`config.mk`:
```
export PLATFORM = sky130hd
export DESIGN_NAME = mux_sync_arbiter
export DESIGN_NICKNAME = d
export VERILOG_FILES = /design/src/rtl/mux_sync_pkg.sv /design/src/rtl/rr_arbiter.sv /design/src/rtl/mux_sync_arbiter.sv
export SDC_FILE = /design/constraint.sdc
export NUM_CORES = 1
export LEC_CHECK = 0
export BUFFER_PORTS_ARGS = -buffer_cell sky130_fd_sc_hd__buf_2
export CORE_UTILIZATION = 40
export CTS_BUF_LIST = sky130_fd_sc_hd__clkbuf_2
export CTS_CLUSTER_SIZE = 20
export DETAILED_ROUTE_END_ITERATION = 6
export PLACE_DENSITY = 0.62
export SETUP_SLACK_MARGIN = 0.3
export SYNTH_ARGS = -nofsm -noshare
export SYNTH_HDL_FRONTEND = slang
export SYNTH_SLANG_ARGS = --single-unit
```
`constraint.sdc`:
```
create_clock -name clk -period 9.25 [get_ports clk]
set_input_delay 0.4625 -clock clk [delete_from_list [all_inputs] [get_ports clk]]
set_output_delay 0.4625 -clock clk [all_outputs]
set_load 0.005 [all_outputs]
```
`src/rtl/mux_sync_pkg.sv`:
```
// ============================================================================
// Module : mux_sync_pkg
// Brief  : Shared FSM encoding and default sizing for the mux-sync arbiter.
// Rev    : 1.0
// ============================================================================
`default_nettype none

package mux_sync_pkg;

    localparam int c_def_num_req = 4;
    localparam int c_def_data_w  = 8;
    localparam int c_def_timeout = 64;

    typedef enum logic [1:0] {
        ST_IDLE    = 2'd0,
        ST_SEND    = 2'd1,
        ST_RELEASE = 2'd2,
        ST_DONE    = 2'd3
    } state_t;

    // Index width that stays legal for a single requester.
    function automatic int ptr_width(input int n);
        return (n > 1) ? $clog2(n) : 1;
    endfunction

endpackage

`default_nettype wire

```
`src/rtl/rr_arbiter.sv`:
```
// ============================================================================
// Module : rr_arbiter
// Brief  : Combinational round-robin pick, searching upward from pointer.
// Rev    : 1.0
// ============================================================================
`default_nettype none

module rr_arbiter
    import mux_sync_pkg::*;
#(
    parameter int NUM_REQ = c_def_num_req,
    parameter int PTR_W   = ptr_width(NUM_REQ)
) (
    input  logic [NUM_REQ-1:0] req,
    input  logic [PTR_W-1:0]   pointer,
    output logic [NUM_REQ-1:0] grant,
    output logic [PTR_W-1:0]   winner,
    output logic               valid
);

    logic [PTR_W:0]   w_sum;
    logic [PTR_W-1:0] w_idx;

    always_comb begin
        grant  = '0;
        winner = '0;
        valid  = 1'b0;
        w_sum  = '0;
        w_idx  = '0;
        for (int k = 0; k < NUM_REQ; k++) begin
            // pointer + k is below 2*NUM_REQ, so one subtraction wraps it
            w_sum = {1'b0, pointer} + (PTR_W+1)'(k);
            if (w_sum >= (PTR_W+1)'(NUM_REQ)) begin
                w_sum = w_sum - (PTR_W+1)'(NUM_REQ);
            end
            w_idx = w_sum[PTR_W-1:0];
            if (!valid && req[w_idx]) begin
                valid         = 1'b1;
                grant[w_idx]  = 1'b1;
                winner        = w_idx;
            end
        end
    end

endmodule

`default_nettype wire

```
`src/rtl/mux_sync_arbiter.sv`:
```
// ============================================================================
// Module : mux_sync_arbiter
// Brief  : Round-robin owner of a recirculation-mux synchronizer with
//          enable/ack four-phase handshake and per-edge timeout.
// Rev    : 1.0
// ============================================================================
`default_nettype none

module mux_sync_arbiter
    import mux_sync_pkg::*;
#(
    parameter int NUM_REQ = c_def_num_req,
    parameter int DATA_W  = c_def_data_w,
    parameter int TIMEOUT = c_def_timeout
) (
    input  logic                      clk,
    input  logic                      reset,
    input  logic [NUM_REQ-1:0]        req,
    input  logic [NUM_REQ*DATA_W-1:0] req_data,
    input  logic                      ack_sync,
    output logic [DATA_W-1:0]         xfer_data,
    output logic                      xfer_enable,
    output logic [NUM_REQ-1:0]        grant,
    output logic [NUM_REQ-1:0]        done,
    output logic                      busy,
    output logic                      timeout_err
);

    localparam int               c_ptr_w   = ptr_width(NUM_REQ);
    localparam int               c_cnt_w   = $clog2(TIMEOUT) + 1;
    localparam logic [c_cnt_w-1:0] c_cnt_max = c_cnt_w'(TIMEOUT - 1);
    localparam logic [c_ptr_w-1:0] c_last    = c_ptr_w'(NUM_REQ - 1);

    state_t              r_state, w_state_nxt;
    logic [c_ptr_w-1:0]  r_ptr, w_ptr_nxt;
    logic [c_cnt_w-1:0]  r_cnt, w_cnt_nxt;
    logic [DATA_W-1:0]   r_xfer_data, w_data_nxt;
    logic                r_enable, w_enable_nxt;
    logic [NUM_REQ-1:0]  r_grant, w_grant_nxt;
    logic [NUM_REQ-1:0]  r_done, w_done_nxt;
    logic                r_busy, w_busy_nxt;
    logic                r_err, w_err_nxt;

    logic [NUM_REQ-1:0]  w_arb_grant;
    logic [c_ptr_w-1:0]  w_arb_winner;
    logic                w_arb_valid;
    logic [DATA_W-1:0]   w_sel_data;
    logic                w_timed_out;

    rr_arbiter #(
        .NUM_REQ (NUM_REQ),
        .PTR_W   (c_ptr_w)
    ) u_rr_arbiter (
        .req     (req),
        .pointer (r_ptr),
        .grant   (w_arb_grant),
        .winner  (w_arb_winner),
        .valid   (w_arb_valid)
    );

    always_comb begin
        w_sel_data = '0;
        for (int i = 0; i < NUM_REQ; i++) begin
            if (w_arb_grant[i]) begin
                w_sel_data = req_data[i*DATA_W +: DATA_W];
            end
        end
    end

    assign w_timed_out = (r_cnt == c_cnt_max);

    always_comb begin
        w_state_nxt  = r_state;
        w_ptr_nxt    = r_ptr;
        w_cnt_nxt    = r_cnt;
        w_data_nxt   = r_xfer_data;
        w_enable_nxt = r_enable;
        w_grant_nxt  = r_grant;
        w_done_nxt   = '0;
        w_busy_nxt   = r_busy;
        w_err_nxt    = r_err;
        case (r_state)
            ST_IDLE: begin
                // A still-high ack belongs to an old handshake; wait it out
                if (w_arb_valid && !ack_sync) begin
                    w_state_nxt  = ST_SEND;
                    w_ptr_nxt    = (w_arb_winner == c_last) ? '0 : w_arb_winner + 1'b1;
                    w_cnt_nxt    = '0;
                    w_data_nxt   = w_sel_data;
                    w_enable_nxt = 1'b1;
                    w_grant_nxt  = w_arb_grant;
                    w_busy_nxt   = 1'b1;
                end
            end
            ST_SEND: begin
                w_cnt_nxt = r_cnt + 1'b1;
                if (ack_sync) begin
                    w_state_nxt  = ST_RELEASE;
                    w_cnt_nxt    = '0;
                    w_enable_nxt = 1'b0;
                end else if (w_timed_out) begin
                    w_state_nxt  = ST_IDLE;
                    w_err_nxt    = 1'b1;
                    w_enable_nxt = 1'b0;
                    w_grant_nxt  = '0;
                    w_busy_nxt   = 1'b0;
                end
            end
            ST_RELEASE: begin
                w_cnt_nxt = r_cnt + 1'b1;
                if (!ack_sync) begin
                    w_state_nxt = ST_DONE;
                    w_done_nxt  = r_grant;
                end else if (w_timed_out) begin
                    w_state_nxt  = ST_IDLE;
                    w_err_nxt    = 1'b1;
                    w_enable_nxt = 1'b0;
                    w_grant_nxt  = '0;
                    w_busy_nxt   = 1'b0;
                end
            end
            ST_DONE: begin
                w_state_nxt = ST_IDLE;
                w_grant_nxt = '0;
                w_busy_nxt  = 1'b0;
            end
            default: begin
                w_state_nxt = ST_IDLE;
            end
        endcase
    end

    always_ff @(posedge clk) begin
        if (reset) begin
            r_state     <= ST_IDLE;
            r_ptr       <= '0;
            r_cnt       <= '0;
            r_xfer_data <= '0;
            r_enable    <= 1'b0;
            r_grant     <= '0;
            r_done      <= '0;
            r_busy      <= 1'b0;
            r_err       <= 1'b0;
        end else begin
            r_state     <= w_state_nxt;
            r_ptr       <= w_ptr_nxt;
            r_cnt       <= w_cnt_nxt;
            r_xfer_data <= w_data_nxt;
            r_enable    <= w_enable_nxt;
            r_grant     <= w_grant_nxt;
            r_done      <= w_done_nxt;
            r_busy      <= w_busy_nxt;
            r_err       <= w_err_nxt;
        end
    end

    assign xfer_data   = r_xfer_data;
    assign xfer_enable = r_enable;
    assign grant       = r_grant;
    assign done        = r_done;
    assign busy        = r_busy;
    assign timeout_err = r_err;

endmodule

`default_nettype wire

```
# Word-level counts from Yosys, hierarchy flattened
# Index checks and enable logic that the tools add are counted.
[classes] order_cmp=12 bitwise_logic=4 eq_ne=8 n_addsub=9 n_reduce_logical=21 mux=63
[ops] op="2-to-1 mux 4 bit" n=8
[ops] op="2-to-1 mux 8 bit" n=4
[ops] op="2-to-1 mux 2 bit" n=13
[ops] op="2-to-1 mux 1 bit" n=22
[ops] op="one-hot mux 7 bit (3 select lines)" n=1
[ops] op="one-hot mux 4 bit (4 select lines)" n=1
[ops] op="2-to-1 mux 7 bit" n=2
[ops] op="less-than comparator 2 x 3 -> 1 bit, second input constant" n=4
[ops] op="OR 4 bit" n=3
[ops] op="greater-or-equal comparator 3 bit, second input constant" n=3
[ops] op="AND reduction 3 bit" n=3
[ops] op="binary-select mux 1 bit (select 2 bit)" n=4
[ops] op="demux 1 bit (select 2 bit)" n=4
[ops] op="greater-or-equal comparator 2 x 1 -> 1 bit, second input constant" n=4
[ops] op="logical AND 1 bit" n=8
[ops] op="one-hot mux 2 bit (4 select lines)" n=1
[ops] op="subtractor 2 x 1 -> 2 bit, second input constant" n=4
[ops] op="adder 7 x 1 -> 7 bit, second input constant" n=1
[ops] op="equality test 7 x 6 -> 1 bit, second input constant" n=1
[ops] op="adder 2 x 2 -> 3 bit, second input constant" n=2
[ops] op="equality test 2 bit, second input constant" n=3
[ops] op="!= test 2 bit, second input constant" n=3
[ops] op="logical NOT 1 bit" n=4
[ops] op="one-hot mux 1 bit (4 select lines)" n=1
[ops] op="other kinds (12)" n=13
[totals] register_bits=30 wordCells=126 in_bits=39 out_inout_bits=19

# Longest topological paths before layout
# Gate-level depths: netlist of run 1.
[logic_depth] depth_word=18 ltp_mapped=12 ltp_nobuf=8

# Cells and area by module
# A second synthesis of run 1 with hierarchy kept.
[unflattened] hier_cells=253 hier_area_um2=2069.5
[modules_own_cells] module="mux_sync_arbiter" cells_per_inst=208 seq_area_each_um2=600.6 area_per_inst_um2=1650.3 instances=1
[modules_own_cells] module="rr_arbiter" cells_per_inst=45 seq_area_each_um2=0.0 area_per_inst_um2=419.2 instances=1

# Worst setup path after synthesis of run 1
# Ideal clock, no wire load.
[synth_timing] kind="register -> register" from="register (tool-made name)" to="register r_xfer_data[0] (netlist: xfer_data[0])" period_less_slack_ns=3.193 required_ns=9.106 t_arrival_ns=3.048 setup_time_ns=0.144 slack_ns=6.057 n_path_buf=4 stages_incl_launch_ff=13 path_cell_list="dfxtp_1 > buf_2 > buf_2 > inv_1 > ha_1 > mux4_2 > buf_6 > or4b_4 > a22oi_2 > or2_1 > buf_6 > o311a_1 > o32ai_2"
[synth_rtl] element="end signal, assigned" line_no="mux_sync_arbiter.sv:148" text="r_xfer_data <= w_data_nxt;"
[synth_rtl] element="end, declared" line_no="mux_sync_arbiter.sv:37" text="logic [DATA_W-1:0] r_xfer_data, w_data_nxt;"

==> run_results.csv, run 1 <==
group,metric,value,unit
clock_tree,cts_root_buf,"clkbuf_2",
synthesis,netlist.area_leader.share,25.9,%
synthesis,yosys_register_bits,30,
synthesis,synth_compound_area_share,32.7,%
synthesis,synth_ff_type,"dfxtp_1",
route,drc,0,
pwr,p_clk_share,15.8,%
status,outcome,"complete, no violations",
clock_tree,htree_num_levels,2,
pwr,max-vdd-ir-drop,0.0000877,V
clock_tree,hold_buffers,0,
route,wirelength,5900,um
clock_tree,insertion_delay,0.37,ns
synthesis,synth_edf_count,0,
clock_tree,cts_tree,"built",
timing,finalWorstSetupSlack,5.21,ns
die,initial_core_util,41.8,%
synthesis,synth-warning-count,0,
die,io_pins,58,
die,dieHeight,78.1,um
placed_design,io_buffers,57,
timing,final_max_slew_viol_count,0,
clock_tree,cts_setup_buffers,0,
pwr,p_int,0.248,mW
pwr,p_sw,0.168,mW
clock_tree,clk_pin_slew,0.17,ns
timing,setup_violations,0,
die,die_x,78.1,um
synthesis,synthTopCellsByCount,"dfxtp_1 (30), nand2_1 (29), nor2_1 (21)",
synthesis,synthSimpleGateAreaFrac,21.9,%
pwr,powerDensity,157,mW/mm^2
global_route,grt_pass1_wl,9730,um
synthesis,synth_mux_area_share,4.70,%
clock_tree,cts-buffers-inserted,5,
setup_path,startpoint_type,"flop",
route,vias_per_cell,5.51,
hold_path,worstHoldPathType,"primary input to flop",
timing,rsz0062_at_grt,"false",
placed_design,dpl_cell_area,0.00260,mm^2
timing,tightest_slew,1.05,ns
setup_path,ff2ff_path_depth,8,
synthesis,synth_xor_area_share,1.13,%
synthesis,yosysSeqAreaShare,25.9,%
die,core_area,0.00554,mm^2
pwr,pwr-share-seq,38.2,%
synthesis,ys_types,53,
timing,skew,0.00979,ns
setup_path,path_max_fanout,19,
placed_design,pre_cts_ws,5.26,ns
finish,fillerInstances,564,
pwr,power,0.416,mW
route,ant_nets,0,
synthesis,yosysTopAreaCell,"dfxtp_1",
global_route,grt_max_degree,26,
synthesis,avgSynthCellArea,8.33,um^2
synthesis,synth_top_family_by_area,"compound AO/OA/AOI/OAI gates",
pwr,swShare,40.4,%
synthesis,synth_area,0.00232,mm^2
hold_path,hold_path_depth,3,
finish,drive_above_1_share,25.1,%
route,vias,2199,
synthesis,syn_nets,330,
timing,fmax,248,MHz
placed_design,gp_congestion,0.797,
setup_path,crit_required,9.55,ns
clock_tree,clockBufferDepth,2,
setup_path,path_class,"flop to flop",
timing,maxSlewHeadroom,29.8,%
pwr,leakage,1.13,nW
clock_tree,cts_sinks,30,
run,cap_violations,0,
die,placementRows,27,
finish,area_delta_synth_final,14.2,%
setup_path,crit_path_end_kind,"flop",
finish,fin_nets,378,
hold_path,whs_endpoint,"xfer_data[3]",
timing,tns,0,ns
synthesis,syn_inst,278,
synthesis,synth.area.top_cells,"dfxtp_1 (26%), ha_1 (7.0%), o32ai_2 (5.6%)",
synthesis,async_flop_share,0,%
route,dr.pass1.iters,4,
die,die_area,0.00610,mm^2
clock_tree,cts-resized-gates,0,
global_route,grt_remaining_overflow,0,
placed_design,dp_hpwl,4290,um
finish,final_area,0.00264,mm^2
synthesis,yosysMostFrequentCell,"dfxtp_1",
global_route,grt_use_total,19.8,%
global_route,grt_pass1_vias,2058,
timing,worst_hold_slack,0.445,ns
synthesis,synth_fa_ha_area_share,7.02,%
global_route,antenna_found_initial,0,
timing,hold_viol_final,0,
timing,post-route-period-util,43.6,%
setup_path,crit_arrival,4.33,ns
setup_path,r2r_setup_slack,5.21,ns
route,wl_per_cell,14.8,um
timing,fin_crit,4.04,ns
pwr,p_comb_share,45.9,%
hold_path,holdCritStartpoint,"req_data[19]",
route,drtIter0Drc,178,
finish,diodes,0,
setup_path,reg2reg_to,"xfer_data[4]",
[metal layers]
metal,up-vias,GRT usage (%),part of all wire [%]
met5,-,0,0
met4,0,4.07,0.75
met3,6,4.07,4.8
met2,51,34.1,50
met1,1014,25.3,45
li1,1128,-,-
[area by class of cell]
type / instances / area (um^2) / area share [%]
Clock buffer: 5 / 25.0 / 0.947
Clock inverter: 3 / 16.3 / 0.615
Inverter: 17 / 63.8 / 2.41
Multi-Input combinational cell: 215 / 1560 / 59.1
Sequential cell: 30 / 601 / 22.7
Tap cell: 72 / 90.1 / 3.41
Timing Repair Buffer: 57 / 285 / 10.8
[per-stage QoR]
stage / instances / utilization [%]
floorplan: 278 / -
global placement: 391 / 47.0
detailed placement: 391 / 47.0
CTS: 399 / 47.7
global route: 399 / 47.7
finish: 399 / 47.7
[worst max-delay path: stages (launching register included)]
cell,delay [ns]
dfxtp_1,0.78
inv_1,0.25
ha_1,0.60
mux4_2,0.67
nand2_1,0.13
a21oi_1,0.10
a2111oi_4,0.89
o22ai_1,0.26
o32ai_2,0.30
[worst max-delay path by stage]
stage                     from      endpoint  slack (ns)  cells past startpoint
after floorplan           flop  xfer_data[0]        6.06                     12
after global placement    flop  xfer_data[4]        5.39                      8
after detailed placement  flop  xfer_data[4]        5.26                      8
after CTS                 flop  xfer_data[4]        5.17                      8
after global routing      flop  xfer_data[7]        4.81                      8
final                     flop  xfer_data[4]        5.21                      8
[flip-flops by register name, indices dropped and copies added, names as in the netlist, 2 cells and up, named ones only]
name / count
r_state: 2
grant: 4
r_cnt: 7
xfer_data: 8
done: 4
[kinds of logic (layout without fill, tap and decap cells)]
| kind of cell | after synthesis | in the layout |
|---|---|---|
| buf+inv | 33 | 82 |
| simple gates | 96 | 96 |
| mux | 8 | 8 |
| fa+ha+maj | 13 | 13 |
| flops | 30 | 30 |
| xor+xnor | 3 | 3 |
| compound gates | 95 | 95 |
[power groups by stage]
stage | Sequential [mW] | Clock, mW | Combinational, mW
6_report | 0.159 | 0.0659 | 0.191
5_1_grt | 0.162 | 0.0740 | 0.211
4_1_cts | 0.158 | 0.0678 | 0.192
3_5_place_dp | 0.161 | 0 | 0.190
3_3_place_gp | 0.161 | 0 | 0.189
2_1_floorplan | 0.158 | 0 | 0.151
[placed cells by master, fill, tap and decap left out, types with 2 or more instances in the layout]
cell        n
a211oi_1    2
a21oi_1    18
a221oi_1    2
a22oi_1     4
a2bb2oi_1  11
and2_1      8
and3_1      2
and3b_1     2
buf_2      57
clkbuf_2    5
dfxtp_1    30
ha_1       13
inv_1      17
mux2_1      2
mux2i_1     3
mux4_2      2
nand2_1    29
nand2b_1    4
nand3_1     4
nor2_1     21
nor2b_1     4
nor3_1      4
nor3b_1     3
nor4_1      2
o21ai_0    18
o21ai_1     2
o22ai_1    10
o311a_1     8
o32ai_2     8
or3_1       7
xnor2_1     3
Note: power is estimated with default switching activity, not from simulation.
==> run 2, diff against run 1 <==
--- a/config.mk
+++ b/config.mk
@@ -5,12 +5,13 @@
 export SDC_FILE = /design/constraint.sdc
 export NUM_CORES = 1
 export LEC_CHECK = 0
+export ABC_AREA = 1
 export BUFFER_PORTS_ARGS = -buffer_cell sky130_fd_sc_hd__buf_2
 export CORE_UTILIZATION = 40
 export CTS_BUF_LIST = sky130_fd_sc_hd__clkbuf_2
 export CTS_CLUSTER_SIZE = 20
 export DETAILED_ROUTE_END_ITERATION = 6
-export PLACE_DENSITY = 0.62
+export PLACE_DENSITY = 0.63
 export SETUP_SLACK_MARGIN = 0.3
 export SYNTH_ARGS = -nofsm -noshare
 export SYNTH_HDL_FRONTEND = slang
==> constraint.sdc (replaced) <==
create_clock -name clk -period 4.05 [get_ports clk]
set_input_delay 0.2025 -clock clk [delete_from_list [all_inputs] [get_ports clk]]
set_output_delay 0.2025 -clock clk [all_outputs]
set_load 0.005 [all_outputs]
==> run 2 against run 1 <==
Net effect: via count fell by 5.6%; first-iteration DRC count is 53% lower; combinational power rose to 5.5 times the previous value; sequential cell count did not move; setup slack got worse by 3.8 ns; cell count grew 10%; non-clock buffer count did not move; power rose to 3.9 times the previous value; fmax increased by 51%; sequential share of layout area increased by 1.4 points; clock power is 120% higher; global-route usage shrank 0.055 points; critical endpoint is now xfer_data[1].
==> run_results.csv, run 2 <==
group,metric,value,unit
status,outcome,"complete, no violations",
die,die_x,75.1,um
route,dr.pass1.iters,4,
timing,tightest_slew,0.534,ns
global_route,grt_use_total,19.7,%
clock_tree,cts_setup_buffers,0,
route,wl_per_cell,11.3,um
setup_path,crit_path_end_kind,"flop",
synthesis,syn_nets,363,
synthesis,synth.area.top_cells,"dfxtp_1 (28%), nand2_1 (12%), a21oi_1 (11%)",
die,initial_core_util,41.8,%
synthesis,netlist.area_leader.share,28.1,%
synthesis,avgSynthCellArea,6.86,um^2
synthesis,synth_edf_count,0,
synthesis,synth_area,0.00213,mm^2
hold_path,whs_endpoint,"xfer_data[2]",
route,drtIter0Drc,84,
run,cap_violations,0,
pwr,max-vdd-ir-drop,0.000373,V
setup_path,cp_slowest_stage_delay,0.69,ns
setup_path,ff2ff_path_depth,12,
synthesis,yosysMostFrequentCell,"nand2_1",
pwr,power,1.63,mW
timing,tns,0,ns
synthesis,synth-warning-count,0,
timing,setup_violations,0,
placed_design,gp_congestion,0.799,
setup_path,reg2reg_to,"xfer_data[1]",
hold_path,worstHoldPathType,"primary input to flop",
clock_tree,clk_pin_slew,0.15,ns
timing,maxSlewHeadroom,64.3,%
timing,final_max_slew_viol_count,0,
setup_path,crit_path_cell_trace,"inv_6, ha_1, inv_1, nand3_1, nand2_1, nor2_2, a21boi_0, nand3_1, nand3_1, nand2_1, nand2_1, a21oi_1",
pwr,leakage,1.22,nW
placed_design,io_buffers,57,
global_route,grt_pass1_vias,1925,
die,placementRows,26,
finish,diodes,0,
synthesis,ys_types,32,
clock_tree,clockBufferDepth,2,
route,vias,2076,
synthesis,synthTopCellsByCount,"nand2_1 (67), a21oi_1 (45), inv_1 (41)",
clock_tree,insertion_delay,0.35,ns
synthesis,yosysSeqAreaShare,28.1,%
placed_design,placed_cells,432,
setup_path,path_max_fanout,13,
global_route,antenna_found_initial,0,
setup_path,startpoint_type,"flop",
finish,mostFrequentLayoutCell,"nand2_1",
timing,post-route-period-util,65.9,%
synthesis,async_flop_share,0,%
finish,area_delta_synth_final,16.8,%
setup_path,r2r_setup_slack,1.38,ns
timing,hold_viol_final,0,
timing,rsz0062_at_grt,"false",
route,drc,0,
clock_tree,cts-resized-gates,0,
timing,fmax,374,MHz
global_route,grt_pass1_wl,8510,um
timing,skew,0.0220,ns
finish,largest_reg_flops,8,
pwr,powerDensity,653,mW/mm^2
placed_design,pre_cts_ws,1.44,ns
finish,final_area,0.00249,mm^2
route,vias_per_cell,4.72,
route,ant_nets,0,
synthesis,synth_ff_type,"dfxtp_1",
die,die_area,0.00563,mm^2
finish,layout_common_cells,"nand2_1 (67), buf_2 (57), a21oi_1 (45), inv_1 (41), dfxtp_1 (30)",
synthesis,yosysTopAreaCell,"dfxtp_1",
finish,drive_above_1_share,27.6,%
hold_path,hold_path_depth,3,
finish,fin_cells,440,
die,core_area,0.00511,mm^2
route,wirelength,4990,um
timing,fin_crit,2.67,ns
placed_design,dp_hpwl,3780,um
synthesis,syn_inst,311,
finish,fin_nets,421,
setup_path,crit_required,4.33,ns
global_route,grt_remaining_overflow,0,
setup_path,path_class,"flop to flop",
setup_path,crit_path_top_delay_cell,"dfxtp_1",
clock_tree,hold_buffers,0,
clock_tree,cts_root_buf,"clkbuf_2",
placed_design,dpl_cell_area,0.00245,mm^2
clock_tree,cts-buffers-inserted,5,
clock_tree,cts_sinks,30,
clock_tree,htree_num_levels,2,
global_route,grt_max_degree,18,
timing,finalWorstSetupSlack,1.38,ns
setup_path,crit_buf_inv,2,
synthesis,yosys_register_bits,30,
setup_path,crit_arrival,2.95,ns
die,dieHeight,75.1,um
clock_tree,cts_tree,"built",
die,io_pins,58,
hold_path,holdCritStartpoint,"req_data[26]",
setup_path,critPathTopFamily,"simple AND/OR/NAND/NOR gates",
## run 2: cell types whose count changed in the layout (fill, tap and decap cells not counted), moves of 5 or more
cell	previous run	this run
nand2_1	29	67
a21oi_1	18	45
inv_1	17	41
nand3_1	4	17
a2bb2oi_1	11	0
o22ai_1	10	0
nand2_2	0	9
and2_1	8	0
o311a_1	8	0
o32ai_2	8	0
or3_1	7	0
nand2_4	0	5
## run 2: how the worst max path moves through the flow
stage          startpoint      endpoint  slack (ns)  cells past startpoint
4_1_cts              flop  xfer_data[7]        1.41                     13
2_1_floorplan        flop   xfer_enable        1.95                     15
3_5_place_dp         flop  xfer_data[7]        1.44                     12
6_report             flop  xfer_data[1]        1.38                     12
5_1_grt              flop  xfer_data[4]        1.13                     12
3_3_place_gp         flop  xfer_data[1]        1.51                     13
## run 2: layout make-up
type                            count  area [um^2]
Inverter                           46          178
Multi-Input combinational cell    229         1300
Sequential cell                    30          601
Clock buffer                        5         25.0
Fill cell                         536         2620
Clock inverter                      3         16.3
Timing Repair Buffer               57          285
Tap cell                           70         87.6
## run 2: worst register-to-register path: cells and delay by family (launching register included)
family	cells	cell delay (ns)
simple gates	7	1.08
flops	1	0.69
fa+ha+maj	1	0.38
compound gates	2	0.25
buf+inv	2	0.21
## run 2: stage by stage
stage	hold WS, ns	utilization (%)
after floorplan	0.347	-
after global placement	0.439	48.0
after detailed placement	0.441	48.0
after CTS	0.119	48.8
after global routing	0.0978	48.8
final	0.146	48.8
## run 2: cells by family (layout without fill, tap and decap cells)
logic type	count (synthesis)	count (layout)	share of synthesized area, %
buf+inv	52	111	11.0
fa+ha+maj	13	13	7.62
compound gates	76	76	20.1
xor+xnor	1	1	0.410
flops	30	30	28.1
simple gates	139	139	32.8
## run 2: per-layer routing
metal	vias up	part of all wire (%)	GRT usage, %
met5	-	0	0
met4	0	0.60	5.03
met3	2	3.7	4.55
met2	41	48	31.9
met1	907	48	26.3
li1	1126	-	-
## run 2: report_power, final
group | switching [mW] | internal (mW) | total [mW]
clock | 0.106 | 0.0395 | 0.145
sequential | 0.0615 | 0.362 | 0.424
combinational | 0.701 | 0.357 | 1.06
